### config.mk
export PLATFORM = sky130hd
export DESIGN_NAME = crossbar_route_ctl_flat
export DESIGN_NICKNAME = d
export VERILOG_FILES = /design/src/rtl/crossbar_route_ctl_if.sv /design/src/rtl/crossbar_route_ctl.sv /design/src/flat_wrapper.sv
export SDC_FILE = /design/constraint.sdc
export NUM_CORES = 1
export LEC_CHECK = 0
export CAP_MARGIN = 5
export CORE_MARGIN = 8
export CORE_UTILIZATION = 51
export CTS_BUF_LIST = sky130_fd_sc_hd__clkbuf_8
export DETAILED_ROUTE_END_ITERATION = 6
export PLACE_DENSITY = 0.8
export SLEW_MARGIN = 10
export SYNTH_ARGS = -nofsm -noshare
export SYNTH_HDL_FRONTEND = slang
export SYNTH_SLANG_ARGS = --single-unit
export TNS_END_PERCENT = 10
### constraint.sdc
create_clock -name clk_in -period 1.6 [get_ports clk_in]
set_input_delay 0.24 -clock clk_in [delete_from_list [all_inputs] [get_ports clk_in]]
set_output_delay 0.24 -clock clk_in [all_outputs]
set_load 0.1 [all_outputs]
### src/rtl/crossbar_route_ctl_if.sv
// ----------------------------------------------------------------------------
// crossbar_route_ctl_if
//   Bundles the configuration handshake, the frame-control inputs and the
//   crossbar-facing outputs of crossbar_route_ctl.
//
//   Handshake: a route map (or rotate request) is transferred on a rising
//   clock edge where cfg_ready_out=1 and cfg_valid_in=1 (or rot_req_in=1).
//   cfg_ready_out does not depend on cfg_valid_in; the controller raises it
//   only while idle. A map that fails the permutation check is consumed
//   (cfg_err_out pulses on the next cycle) rather than held off.
//
//   modport slave  : used by the controller
//   modport master : used by the host / frame sequencer side
// ----------------------------------------------------------------------------
interface crossbar_route_ctl_if;
  logic       cfg_valid_in;
  logic       cfg_ready_out;
  logic [7:0] cfg_map_in;
  logic       rot_req_in;
  logic       abort_in;
  logic       frame_sync_in;
  logic [1:0] xbar_selectors_a_out;
  logic [1:0] xbar_selectors_b_out;
  logic [1:0] xbar_selectors_c_out;
  logic [1:0] xbar_selectors_d_out;
  logic       xbar_blank_out;
  logic       pending_out;
  logic       cfg_err_out;

  modport slave (
    input  cfg_valid_in, cfg_map_in, rot_req_in, abort_in, frame_sync_in,
    output cfg_ready_out, xbar_selectors_a_out, xbar_selectors_b_out,
           xbar_selectors_c_out, xbar_selectors_d_out, xbar_blank_out,
           pending_out, cfg_err_out
  );

  modport master (
    output cfg_valid_in, cfg_map_in, rot_req_in, abort_in, frame_sync_in,
    input  cfg_ready_out, xbar_selectors_a_out, xbar_selectors_b_out,
           xbar_selectors_c_out, xbar_selectors_d_out, xbar_blank_out,
           pending_out, cfg_err_out
  );
endinterface

### src/rtl/crossbar_route_ctl.sv
// ----------------------------------------------------------------------------
// crossbar_route_ctl
//   Owns the four 2-bit source selectors of a 4x4 crossbar output mux.
//   New route maps (or a rotation of the live map) are held in a shadow
//   register and committed to the live selectors only on a frame boundary;
//   the datapath is then blanked for SETTLE_CYCLES cycles.
//
// Ports
//   clk_in         : clock, rising edge
//   rst_n_in       : asynchronous active-low reset, synchronous release
//   bus            : crossbar_route_ctl_if.slave (config handshake, frame
//                    control, live selectors, blank/pending/error status)
//   state_dbg_out  : current FSM state (0 IDLE, 1 PENDING, 2 BLANK)
//
// Map layout: [1:0]=a, [3:2]=b, [5:4]=c, [7:6]=d.
// ----------------------------------------------------------------------------
module crossbar_route_ctl #(
  parameter int unsigned SETTLE_CYCLES = 2,
  parameter bit          REQUIRE_PERM  = 1'b1
) (
  input  logic                  clk_in,
  input  logic                  rst_n_in,
  crossbar_route_ctl_if.slave   bus,
  output logic [1:0]            state_dbg_out
);

  typedef enum logic [1:0] {
    ST_IDLE    = 2'd0,
    ST_PENDING = 2'd1,
    ST_BLANK   = 2'd2
  } state_e;

  localparam logic [7:0] IDENTITY_MAP = 8'b11_10_01_00;
  // Guarded so SETTLE_CYCLES=0 does not produce an out-of-range load value.
  localparam logic [3:0] SETTLE_LOAD  =
    (SETTLE_CYCLES == 0) ? 4'd0 : 4'(SETTLE_CYCLES - 1);

  state_e     state_q, state_d;
  logic [7:0] live_q,   live_d;
  logic [7:0] shadow_q, shadow_d;
  logic [3:0] cnt_q,    cnt_d;
  logic       err_q,    err_d;

  logic       map_legal;
  logic [7:0] rot_map;

  // A map is legal when no two outputs pick the same input (or always, when
  // fan-out is allowed).
  always_comb begin
    map_legal = 1'b1;
    if (REQUIRE_PERM) begin
      for (int i = 0; i < 4; i++) begin
        for (int j = i + 1; j < 4; j++) begin
          if (bus.cfg_map_in[2*i +: 2] == bus.cfg_map_in[2*j +: 2]) begin
            map_legal = 1'b0;
          end
        end
      end
    end
  end

  // new a = old b, b = c, c = d, d = a
  assign rot_map = {live_q[1:0], live_q[7:6], live_q[5:4], live_q[3:2]};

  // State and datapath registers.
  always_ff @(posedge clk_in or negedge rst_n_in) begin
    if (!rst_n_in) begin
      state_q  <= ST_IDLE;
      live_q   <= IDENTITY_MAP;
      shadow_q <= IDENTITY_MAP;
      cnt_q    <= 4'd0;
      err_q    <= 1'b0;
    end else begin
      state_q  <= state_d;
      live_q   <= live_d;
      shadow_q <= shadow_d;
      cnt_q    <= cnt_d;
      err_q    <= err_d;
    end
  end

  // Next-state logic.
  always_comb begin
    state_d  = state_q;
    live_d   = live_q;
    shadow_d = shadow_q;
    cnt_d    = cnt_q;
    err_d    = 1'b0;
    unique case (state_q)
      ST_IDLE: begin
        // cfg beats rotate; frame_sync has no effect here.
        if (bus.cfg_valid_in) begin
          if (map_legal) begin
            shadow_d = bus.cfg_map_in;
            state_d  = ST_PENDING;
          end else begin
            err_d = 1'b1;
          end
        end else if (bus.rot_req_in) begin
          shadow_d = rot_map;
          state_d  = ST_PENDING;
        end
      end
      ST_PENDING: begin
        // abort beats frame_sync; the shadow is simply left stale.
        if (bus.abort_in) begin
          state_d = ST_IDLE;
        end else if (bus.frame_sync_in) begin
          live_d = shadow_q;
          cnt_d  = SETTLE_LOAD;
          state_d = (SETTLE_CYCLES == 0) ? ST_IDLE : ST_BLANK;
        end
      end
      ST_BLANK: begin
        if (cnt_q == 4'd0) begin
          state_d = ST_IDLE;
        end else begin
          cnt_d = cnt_q - 4'd1;
        end
      end
      default: begin
        state_d = ST_IDLE;
      end
    endcase
  end

  // Outputs: all derived from registers, so selectors update together.
  always_comb begin
    bus.cfg_ready_out        = (state_q == ST_IDLE);
    bus.pending_out          = (state_q == ST_PENDING);
    bus.xbar_blank_out       = (state_q == ST_BLANK);
    bus.cfg_err_out          = err_q;
    bus.xbar_selectors_a_out = live_q[1:0];
    bus.xbar_selectors_b_out = live_q[3:2];
    bus.xbar_selectors_c_out = live_q[5:4];
    bus.xbar_selectors_d_out = live_q[7:6];
    state_dbg_out            = state_q;
  end

endmodule

### src/flat_wrapper.sv
// flat-port wrapper written by rule: the top's interface ports become plain ports
module crossbar_route_ctl_flat 
#(
  parameter int unsigned SETTLE_CYCLES = 2,
  parameter bit          REQUIRE_PERM  = 1'b1
)
  (clk_in, rst_n_in, state_dbg_out, bus_cfg_valid_in, bus_cfg_map_in, bus_rot_req_in, bus_abort_in, bus_frame_sync_in, bus_cfg_ready_out, bus_xbar_selectors_a_out, bus_xbar_selectors_b_out, bus_xbar_selectors_c_out, bus_xbar_selectors_d_out, bus_xbar_blank_out, bus_pending_out, bus_cfg_err_out);
  crossbar_route_ctl_if bus_i ();
  input  logic clk_in;
  input  logic rst_n_in;
  output logic [1:0] state_dbg_out;
  input wire logic [$bits(bus_i.cfg_valid_in)-1:0] bus_cfg_valid_in;
  input wire logic [$bits(bus_i.cfg_map_in)-1:0] bus_cfg_map_in;
  input wire logic [$bits(bus_i.rot_req_in)-1:0] bus_rot_req_in;
  input wire logic [$bits(bus_i.abort_in)-1:0] bus_abort_in;
  input wire logic [$bits(bus_i.frame_sync_in)-1:0] bus_frame_sync_in;
  output wire logic [$bits(bus_i.cfg_ready_out)-1:0] bus_cfg_ready_out;
  output wire logic [$bits(bus_i.xbar_selectors_a_out)-1:0] bus_xbar_selectors_a_out;
  output wire logic [$bits(bus_i.xbar_selectors_b_out)-1:0] bus_xbar_selectors_b_out;
  output wire logic [$bits(bus_i.xbar_selectors_c_out)-1:0] bus_xbar_selectors_c_out;
  output wire logic [$bits(bus_i.xbar_selectors_d_out)-1:0] bus_xbar_selectors_d_out;
  output wire logic [$bits(bus_i.xbar_blank_out)-1:0] bus_xbar_blank_out;
  output wire logic [$bits(bus_i.pending_out)-1:0] bus_pending_out;
  output wire logic [$bits(bus_i.cfg_err_out)-1:0] bus_cfg_err_out;
  assign bus_i.cfg_valid_in = bus_cfg_valid_in;
  assign bus_i.cfg_map_in = bus_cfg_map_in;
  assign bus_i.rot_req_in = bus_rot_req_in;
  assign bus_i.abort_in = bus_abort_in;
  assign bus_i.frame_sync_in = bus_frame_sync_in;
  assign bus_cfg_ready_out = bus_i.cfg_ready_out;
  assign bus_xbar_selectors_a_out = bus_i.xbar_selectors_a_out;
  assign bus_xbar_selectors_b_out = bus_i.xbar_selectors_b_out;
  assign bus_xbar_selectors_c_out = bus_i.xbar_selectors_c_out;
  assign bus_xbar_selectors_d_out = bus_i.xbar_selectors_d_out;
  assign bus_xbar_blank_out = bus_i.xbar_blank_out;
  assign bus_pending_out = bus_i.pending_out;
  assign bus_cfg_err_out = bus_i.cfg_err_out;
  crossbar_route_ctl #(.SETTLE_CYCLES(SETTLE_CYCLES), .REQUIRE_PERM(REQUIRE_PERM)) u_core (.clk_in(clk_in), .rst_n_in(rst_n_in), .bus(bus_i), .state_dbg_out(state_dbg_out));
endmodule
==> flow_summary.ini <==
[global_route]
grt_overflow = 0
grt_pass1_wl_um = 4620
grt_usage = 0.140
grt_pass1_vias = 948
grt_max_degree = 24
antenna_found_initial = 0

[synth]
ys_top_cells_by_area = dfrtp_1 (31%), dfstp_2 (17%), mux2_2 (15%), mux2_4 (9.9%), xor2_1 (5.8%)
ys_seq_elements = 23
ys_warn_count = 0
seq_area_frac_synth = 0.483
synth_edf_count = 0
netlist_instances = 96
async_flop_share = 1.00
yosysTopAreaCell = dfrtp_1
synth_top_area_frac = 0.310
synth_ff_type = dfrtp_1
syn_nets = 111
syn_avg_cell_area_um2 = 12.6
ys_types = 28
syn-cell-area_um2 = 1210

[power_and_ir_drop]
p_leak_nw = 0.809
combinationalPowerShare = 0.631
intPower_mw = 2.20
fin_total_pwr_mw = 4.19
power_frac_seq = 0.283
ir_worst_vdd_mv = 1.53
clkPwrFrac = 0.086
p_sw_mw = 1.99
p_per_area_nw_per_um2 = 2320
switching_share = 0.475

[floorplanning]
initial_core_util = 0.543
core_area_um2 = 2230
io_pins = 28
rows = 17
die-area_um2 = 4190
die_w_um = 64.8
die_y_um = 64.8

[cts]
clockRootBuffer = clkbuf_8
cts.path.max_buffers = 2
cts_setup_buffers = 0
htreeDepth = 1
cts_tree = built
clk_pin_slew_ns = 0.08
clock-sinks = 23
ctsHoldBuffers = 0
clkLatencyLatePin_ns = 0.26
cts_buffers = 3

[sta]
finalSetupViolCount = 0
min_period_ns = 1.57
timing.fmax_mhz = 636
slew_viol_final = 0
period_share = 0.983
rsz0062_at_grt = yes
worst_pin_slew_ns = 0.277
tns_ns = 0
finalClockSkew_ns = 0.00716
hold_violations = 0
slew_headroom = 0.813

[critical_path]
worstPathArrival_ns = 1.73
worstPathMaxFanout = 4
rr_worst_depth = 5
worstPathRequired_ns = 1.75
crit_type = in2reg
r2r_slack_ns = 0.05
reg2reg_from = u_core.state_dbg_out[0]$_DFFE_PN0P_
startpoint_type = input port
r2r_end = u_core.shadow_q[4]$_DFFE_PN0P_
end_kind = flip-flop

[detailed_routing]
drc_errors = 0
antenna_left = 0
drt_iter0_drc = 12
wl_per_cell_um = 16.8
vias = 856
finalWirelength_um = 2760
via_per_inst = 5.22
dr.pass1.iters = 2

[finish]
synthToLayoutAreaGrowth_pct = 48.6
design_area_um2 = 1800
n_antenna_cell = 0
final_layout_size_suffix_gt1_frac = 0.581
finish.utilization = 0.807
fin_cells = 164
nets = 152

[status]
status = complete, no violations

[placed_design]
dp_hpwl_um = 2220
dp_cells = 160
dpl_cell_area_um2 = 1750
gp_congestion = 0.861
port_buffers = 27

[flow_run]
maxCapViolations = 0

[worst_hold_path]
min_path_type = in2async
[power groups by stage]
stage / Combinational (mW) / Clock (mW) / Sequential, mW
final: 2.64 / 0.359 / 1.19
after global routing: 2.75 / 0.393 / 1.22
after CTS: 2.65 / 0.373 / 1.18
after detailed placement: 2.65 / 0 / 1.18
after global placement: 2.60 / 0 / 1.17
after floorplan: 0.876 / 0 / 1.94
[cell usage after synthesis, types with 4 or more instances]
cell type,n
xor2_1,8
mux2_2,16
xnor2_1,4
mux2_4,8
dfstp_2,8
dfrtp_1,15
nor2_1,7
a21oi_1,4
inv_1,4
nand2_1,4
[registers in the layout (all words and copies together), names as in the netlist]
register,count
u_core.live_q,8
u_core.shadow_q,8
u_core.cnt_q,4
u_core.state_dbg_out,2
u_core.bus.cfg_err_out,1
[stage by stage]
stage / hold slack [ns] / setup WS [ns]
2_1_floorplan: -0.0556 / -0.542
3_3_place_gp: 0.474 / -0.510
3_5_place_dp: 0.498 / -0.591
4_1_cts: 0.329 / 0.00304
5_1_grt: 0.351 / -0.0278
6_report: 0.324 / 0.0275
[worst max path at each step]
| stage | start | to | slack, ns |
|---|---|---|---|
| after detailed placement | bus_cfg_map_in[0] | u_core.shadow_q[4]$_DFFE_PN0P_ | -0.59 |
| after global placement | bus_cfg_map_in[0] | u_core.shadow_q[1]$_DFFE_PN0P_ | -0.51 |
| after CTS | bus_cfg_map_in[4] | u_core.shadow_q[4]$_DFFE_PN0P_ | 0.003 |
| after global routing | bus_cfg_map_in[0] | u_core.shadow_q[4]$_DFFE_PN0P_ | -0.03 |
| after floorplan | u_core.state_dbg_out[0]$_DFFE_PN0P_ | u_core.shadow_q[0]$_DFFE_PN0P_ | -0.54 |
| final | bus_cfg_map_in[0] | u_core.shadow_q[4]$_DFFE_PN0P_ | 0.03 |
[cells by family (layout without fill, tap and decap cells)]
kind of cell	Yosys count	after routing	synth area share
xor gates and xnor gates	12	12	0.0867
and+or+nand+nor	19	19	0.0805
AOI/OAI and AO/OA	10	10	0.0629
DFF	23	23	0.483
buffers and inverters	7	47	0.0289
adders and majority gates	1	1	0.0103
muxes	24	24	0.248
[timing repair]
action	CTS	global route
pin swaps	1	0
setup endpoints to repair	19	12
endpoints found under the hold margin	0	0
gates resized for setup	15	9
[critical path: stages]
cell	delay, ns
clkdlybuf4s15_2	0.23
xnor2_1	0.16
a22oi_2	0.19
o221ai_2	0.11
o31a_1	0.32
buf_4	0.16
mux2_4	0.30
[per-layer routing]
layer  GRT usage  up-vias  wire (µm)
met1       0.153      423       1100
met5           0        -          0
li1            -      415          -
met2       0.255       16       1530
met3      0.0481        2        118
met4      0.0272        0         15
[cells in the final DEF (no fill, tap or decap), types with 5 or more instances in the layout]
master | synthesis | layout
dfrtp_1 | 15 | 13
xor2_1 | 8 | 8
buf_4 | 0 | 12
dfstp_2 | 8 | 8
nor2_1 | 7 | 6
mux2_4 | 8 | 9
buf_12 | 0 | 14
mux2_2 | 16 | 15
clkdlybuf4s50_1 | 0 | 5
[area by class of cell]
cell class / count / area, µm²
Clock inverter: 1 / 7.51
Tap cell: 28 / 35.0
Fill cell: 135 / 432
Inverter: 4 / 15.0
Clock buffer: 3 / 41.3
Timing Repair Buffer: 39 / 484
Multi-Input combinational cell: 66 / 626
Sequential cell: 23 / 593
Power figures use the tool's default switching activity.
==> patch 1 (same flow settings) <==
`REQUIRE_PERM` is set to 1'b1 in 2 places; all go to 1'b0.
--- a/src/rtl/crossbar_route_ctl.sv
+++ b/src/rtl/crossbar_route_ctl.sv
@@ -18,3 +18,3 @@
   parameter int unsigned SETTLE_CYCLES = 2,
-  parameter bit          REQUIRE_PERM  = 1'b1
+  parameter bit          REQUIRE_PERM  = 1'b0
 ) (
--- a/src/flat_wrapper.sv
+++ b/src/flat_wrapper.sv
@@ -4,3 +4,3 @@
   parameter int unsigned SETTLE_CYCLES = 2,
-  parameter bit          REQUIRE_PERM  = 1'b1
+  parameter bit          REQUIRE_PERM  = 1'b0
 )
Function: changed (Yosys sat finds a counterexample within 4 cycles, from zero or initial values and one cycle with rst_n_in low).
==> patch 1 against the unedited design <==
Sequential cell count fell by 1; routed wire length fell by 7.7%; critical path depth decreased by 4; area after synthesis decreased by 11%; worst setup slack better by 13 ps; critical path type is now reg2out; fmax grew 0.81%; final area shrank 12%.
Power is left out: the tool's default activity adds up to more than one toggle a clock period on the data nets, which glitch-free logic cannot reach.
==> patch 1: results (changes against the unedited design) <==
| Metric | Value |
|---|---|
| Run status | completed (unchanged) |
| Global routing usage on met1 | 17.16% (was 15.31%) |
| H-tree levels | 1 (unchanged) |
| Fraction of layout cells with a size suffix above 1 | 38.58% (was 58.09%) |
| Worst Path Arrival | 1320 ps (was 1730 ps) |
| Yosys Warn Count | 0 (unchanged) |
| Maximum number of pins on one net before global-route repair | 23 (was 24) |
| Maximum achievable frequency | 0.6411 GHz (was 0.6359 GHz) |
| Cell Area, Placed | 1544 um^2 (was 1754 um^2) |
| Buffers added on ports | 26 (was 27) |
| Cell variety after synth | 29 (was 28) |
| Max FO, Critical Path | 7 (was 4) |
| Clock slew at reported path FFs | 80 ps (about the same) |
| Number of nets produced by synthesis | 109 (was 111) |
| Share of flip-flops with an asynchronous set or reset | 100.0% (unchanged) |
| Maximum count of clock buffers along a single path | 2 (unchanged) |
| Number of nets in the final layout | 143 (was 152) |
| Final estimated routing congestion in global placement | 0.7671 (was 0.8611) |
| Post-DRT Antenna Nets | 0 (unchanged) |
| Min-delay worst type | in2async (unchanged) |
| Share of the yosys chip area belonging to registers | 51.91% (was 48.30%) |
| Setup Skew | 3.729 ps (was 7.160 ps) |
| Clock network latency to the later pin of the worst-skew pair | 260 ps (about the same) |
| PostCTS Resize Cnt | 0 (was 15) |
| Synth top area cells | dfrtp_1 32%, dfstp_2 19%, mux2_4 11% (was dfrtp_1 31%, dfstp_2 17%, mux2_2 15%) |
| Initial antenna violation count | 0 (unchanged) |
| Gr usage total | 14.41% (was 13.97%) |
| Synth top cells by count | 25 x nand2_1, 14 x dfrtp_1, 8 x dfstp_2, 8 x mux2_4 (was 16 x mux2_2, 15 x dfrtp_1, 8 x dfstp_2, 8 x mux2_4, 8 x xor2_1) |
| DP HPWL | 1921 um (was 2219 um) |
| Final WL | 2551 um (was 2763 um) |
| Met2 Resource Use GR | 22.86% (was 25.47%) |
| Regs by FF count | u_core.live_q: 8 flops, u_core.shadow_q: 8 flops, u_core.cnt_q: 4 flops (unchanged) |
| Pre-antenna DRT Iters | 4 (was 2) |
| Worst reg2reg startpoint | u_core.state_dbg_out[1] (was u_core.state_dbg_out[0]) |
| Drt initial violations | 15 (was 12) |
| Inserted Diodes | 0 (unchanged) |
| Met3 usage | 3.909% (was 4.811%) |
| Root buffer selected by CTS | clkbuf_8 (unchanged) |
| Via-per-instance ratio | 5.208 (was 5.220) |
| First-pass GRT wire length | 4077 um (was 4616 um) |
| Launch point of the worst path | u_core.state_dbg_out[0] (was bus_cfg_map_in[0]) |
| TritonCTS Buffers | 3 (unchanged) |
| Number of global-route vias before repair | 895 (was 948) |
| Setup Fix Bufs, Post-CTS | 0 (unchanged) |
## patch 1: cell types whose count changed after synthesis, moves of 4 or more
cell / change
a21oi_1: -4
mux2_1: +4
mux2_2: -12
nand2_1: +21
nor2_1: -4
xnor2_1: -4
xor2_1: -8
## patch 1: cell families after synthesis
family,after synthesis,synth area share (%)
muxes,18,21.32
DFF,22,51.91
other,1,0.3473
AOI/OAI and AO/OA,6,4.172
adders and majority gates,1,1.159
buffers and inverters,8,4.751
and+or+nand+nor,38,16.34
## patch 1: layout make-up
class,instances,area (um^2)
flip-flops and latches,22,568.0
repair buffers,34,450.4
multi-input cells,64,480.5
well taps,27,33.78
inverters,3,11.26
clock buffers,3,41.29
fillers,119,392.9
clock inverters,1,3.754
## patch 1: worst paths after layout
| path | end | slack, ps | depth (start not counted) |
|---|---|---|---|
| max reg2reg | u_core.shadow_q[4] | 100 | 4 |
| min | u_core.live_q[3] | 330 | 2 |
| max in group asynchronous | u_core.shadow_q[7] | 990 | 2 |
| min in group clk_in | u_core.live_q[2] | 450 | 2 |
| min reg2reg | u_core.live_q[2] | 450 | 2 |
| max | bus_xbar_blank_out | 40 | 3 |
## patch 1: metrics by stage
stage / worst slack [ps] / std cells
after detailed placement: -37.42 / 150
after global placement: 19.60 / 150
after floorplan: -362.1 / 94
after CTS: 32.86 / 154
final: 40.08 / 154
after global routing: 4.180 / 154
## patch 1: worst max-delay path: stages (launching register included)
cell	delay (ps)
dfrtp_4	530
nand2b_1	230
inv_1	120
buf_12	180
## patch 1: per-layer routing
| metal | vias to the layer above | wire, um |
|---|---|---|
| li1 | 377 | - |
| met1 | 387 | 1102 |
| met2 | 34 | 1214 |
| met3 | 4 | 208 |
| met4 | 0 | 26 |
| met5 | - | 0 |
==> patch 2 (same flow settings) <==
Without the edit above. Reset style: synchronous (`rst_n_in`), changed in one clocked block. Comments in the files are not updated.
--- a/src/rtl/crossbar_route_ctl.sv
+++ b/src/rtl/crossbar_route_ctl.sv
@@ -65,3 +65,3 @@
   // State and datapath registers.
-  always_ff @(posedge clk_in or negedge rst_n_in) begin
+  always_ff @(posedge clk_in) begin
     if (!rst_n_in) begin
Behaviour: differs if rst_n_in is asserted again (counterexample within 4 cycles, from zero or initial values and one cycle with rst_n_in low); with rst_n_in held inactive, the same outputs for 10 cycles.
==> patch 2 against the unedited design <==
Final area fell by 1.4%; worst setup slack improved by 1.1 ps; routed wire length rose by 27%; sequential cell count did not move; area after synthesis fell by 1.2%; die area fell by 0.92%; non-clock buffer count rose by 3; critical endpoint is now u_core.shadow_q[4].
Power is not compared: it rests on default switching activity, and its combinational part moved more than twofold at a synthesized area within 25%.
==> patch 2: results (changes against the unedited design) <==
| Metric | Value |
|---|---|
| Run status | completed (unchanged) |
| Synth top area cells | dfxtp_1 38%, xnor2_1 9.5%, mux2i_1 6.7% (was dfrtp_1 31%, dfstp_2 17%, mux2_2 15%) |
| Number of nets produced by synthesis | 149 (was 111) |
| Setup slack of the worst register-to-register path | 110 ps (was 50 ps) |
| Pre-antenna DRT Iters | 4 (was 2) |
| Number of global-route vias before repair | 1148 (was 948) |
| Min-delay worst type | reg2reg (was in2async) |
| Cell variety after synth | 33 (was 28) |
| Setup Skew | 3.293 ps (was 7.160 ps) |
| Total Power | 0.001467 W |
| Final estimated routing congestion in global placement | 0.8305 (was 0.8611) |
| Number of nets in the final layout | 187 (was 152) |
| Max FO, Critical Path | 17 (was 4) |
| Worst reg2reg startpoint | u_core.cnt_q[0] (was u_core.state_dbg_out[0]) |
| Worst Setup Slack post-DPL | -562.9 ps (was -590.7 ps) |
| Synth top cells by count | 23 x dfxtp_1, 21 x nand2_1, 13 x xnor2_1 (was 16 x mux2_2, 15 x dfrtp_1, 8 x dfstp_2, 8 x mux2_4, 8 x xor2_1) |
| Drt initial violations | 65 (was 12) |
| Ratio of final minimum period to clock period | 98.21% (was 98.28%) |
| Final hold slack | 464.8 ps (was 323.8 ps) |
| Final WL | 3520 um (was 2763 um) |
| Share of flip-flops with an asynchronous set or reset | 0% (was 100.0%) |
| Maximum number of pins on one net before global-route repair | 21 (was 24) |
| Worst setup path endpoint | u_core.shadow_q[4] (unchanged) |
| Gr usage total | 17.19% (was 13.97%) |
| PostCTS Resize Cnt | 12 (was 15) |
| Launch point of the worst path | bus_cfg_map_in[2] (was bus_cfg_map_in[0]) |
| Via-per-instance ratio | 5.714 (was 5.220) |
| Slowest cell on the critical path | dlygate4sd2_1 (was o31a_1) |
## patch 2: kinds of logic (layout without fill, tap and decap cells)
| family | count (synthesis) | in the layout | synth area share, % |
|---|---|---|---|
| simple gates | 42 | 42 | 15.47 |
| compound gates | 33 | 33 | 21.11 |
| flops | 23 | 23 | 38.45 |
| xor+xnor | 14 | 14 | 10.24 |
| buf+inv | 13 | 50 | 7.000 |
| mux | 8 | 8 | 6.688 |
| fa+ha+maj | 1 | 1 | 1.045 |
## patch 2: cell type report
cell class              count  area, um^2
multi-input cells          98       690.7
repair buffers             42       525.5
flip-flops and latches     23       465.4
fillers                   150       435.4
clock buffers               3       41.29
well taps                  28       35.03
inverters                   4       15.01
clock inverters             1       3.754
## patch 2: layer usage
metal | share of wire [%] | GRT usage, %
met5 | 0 | 0
met3 | 4.4 | 3.093
met4 | 1.1 | 5.722
met1 | 42 | 20.02
met2 | 52 | 30.81
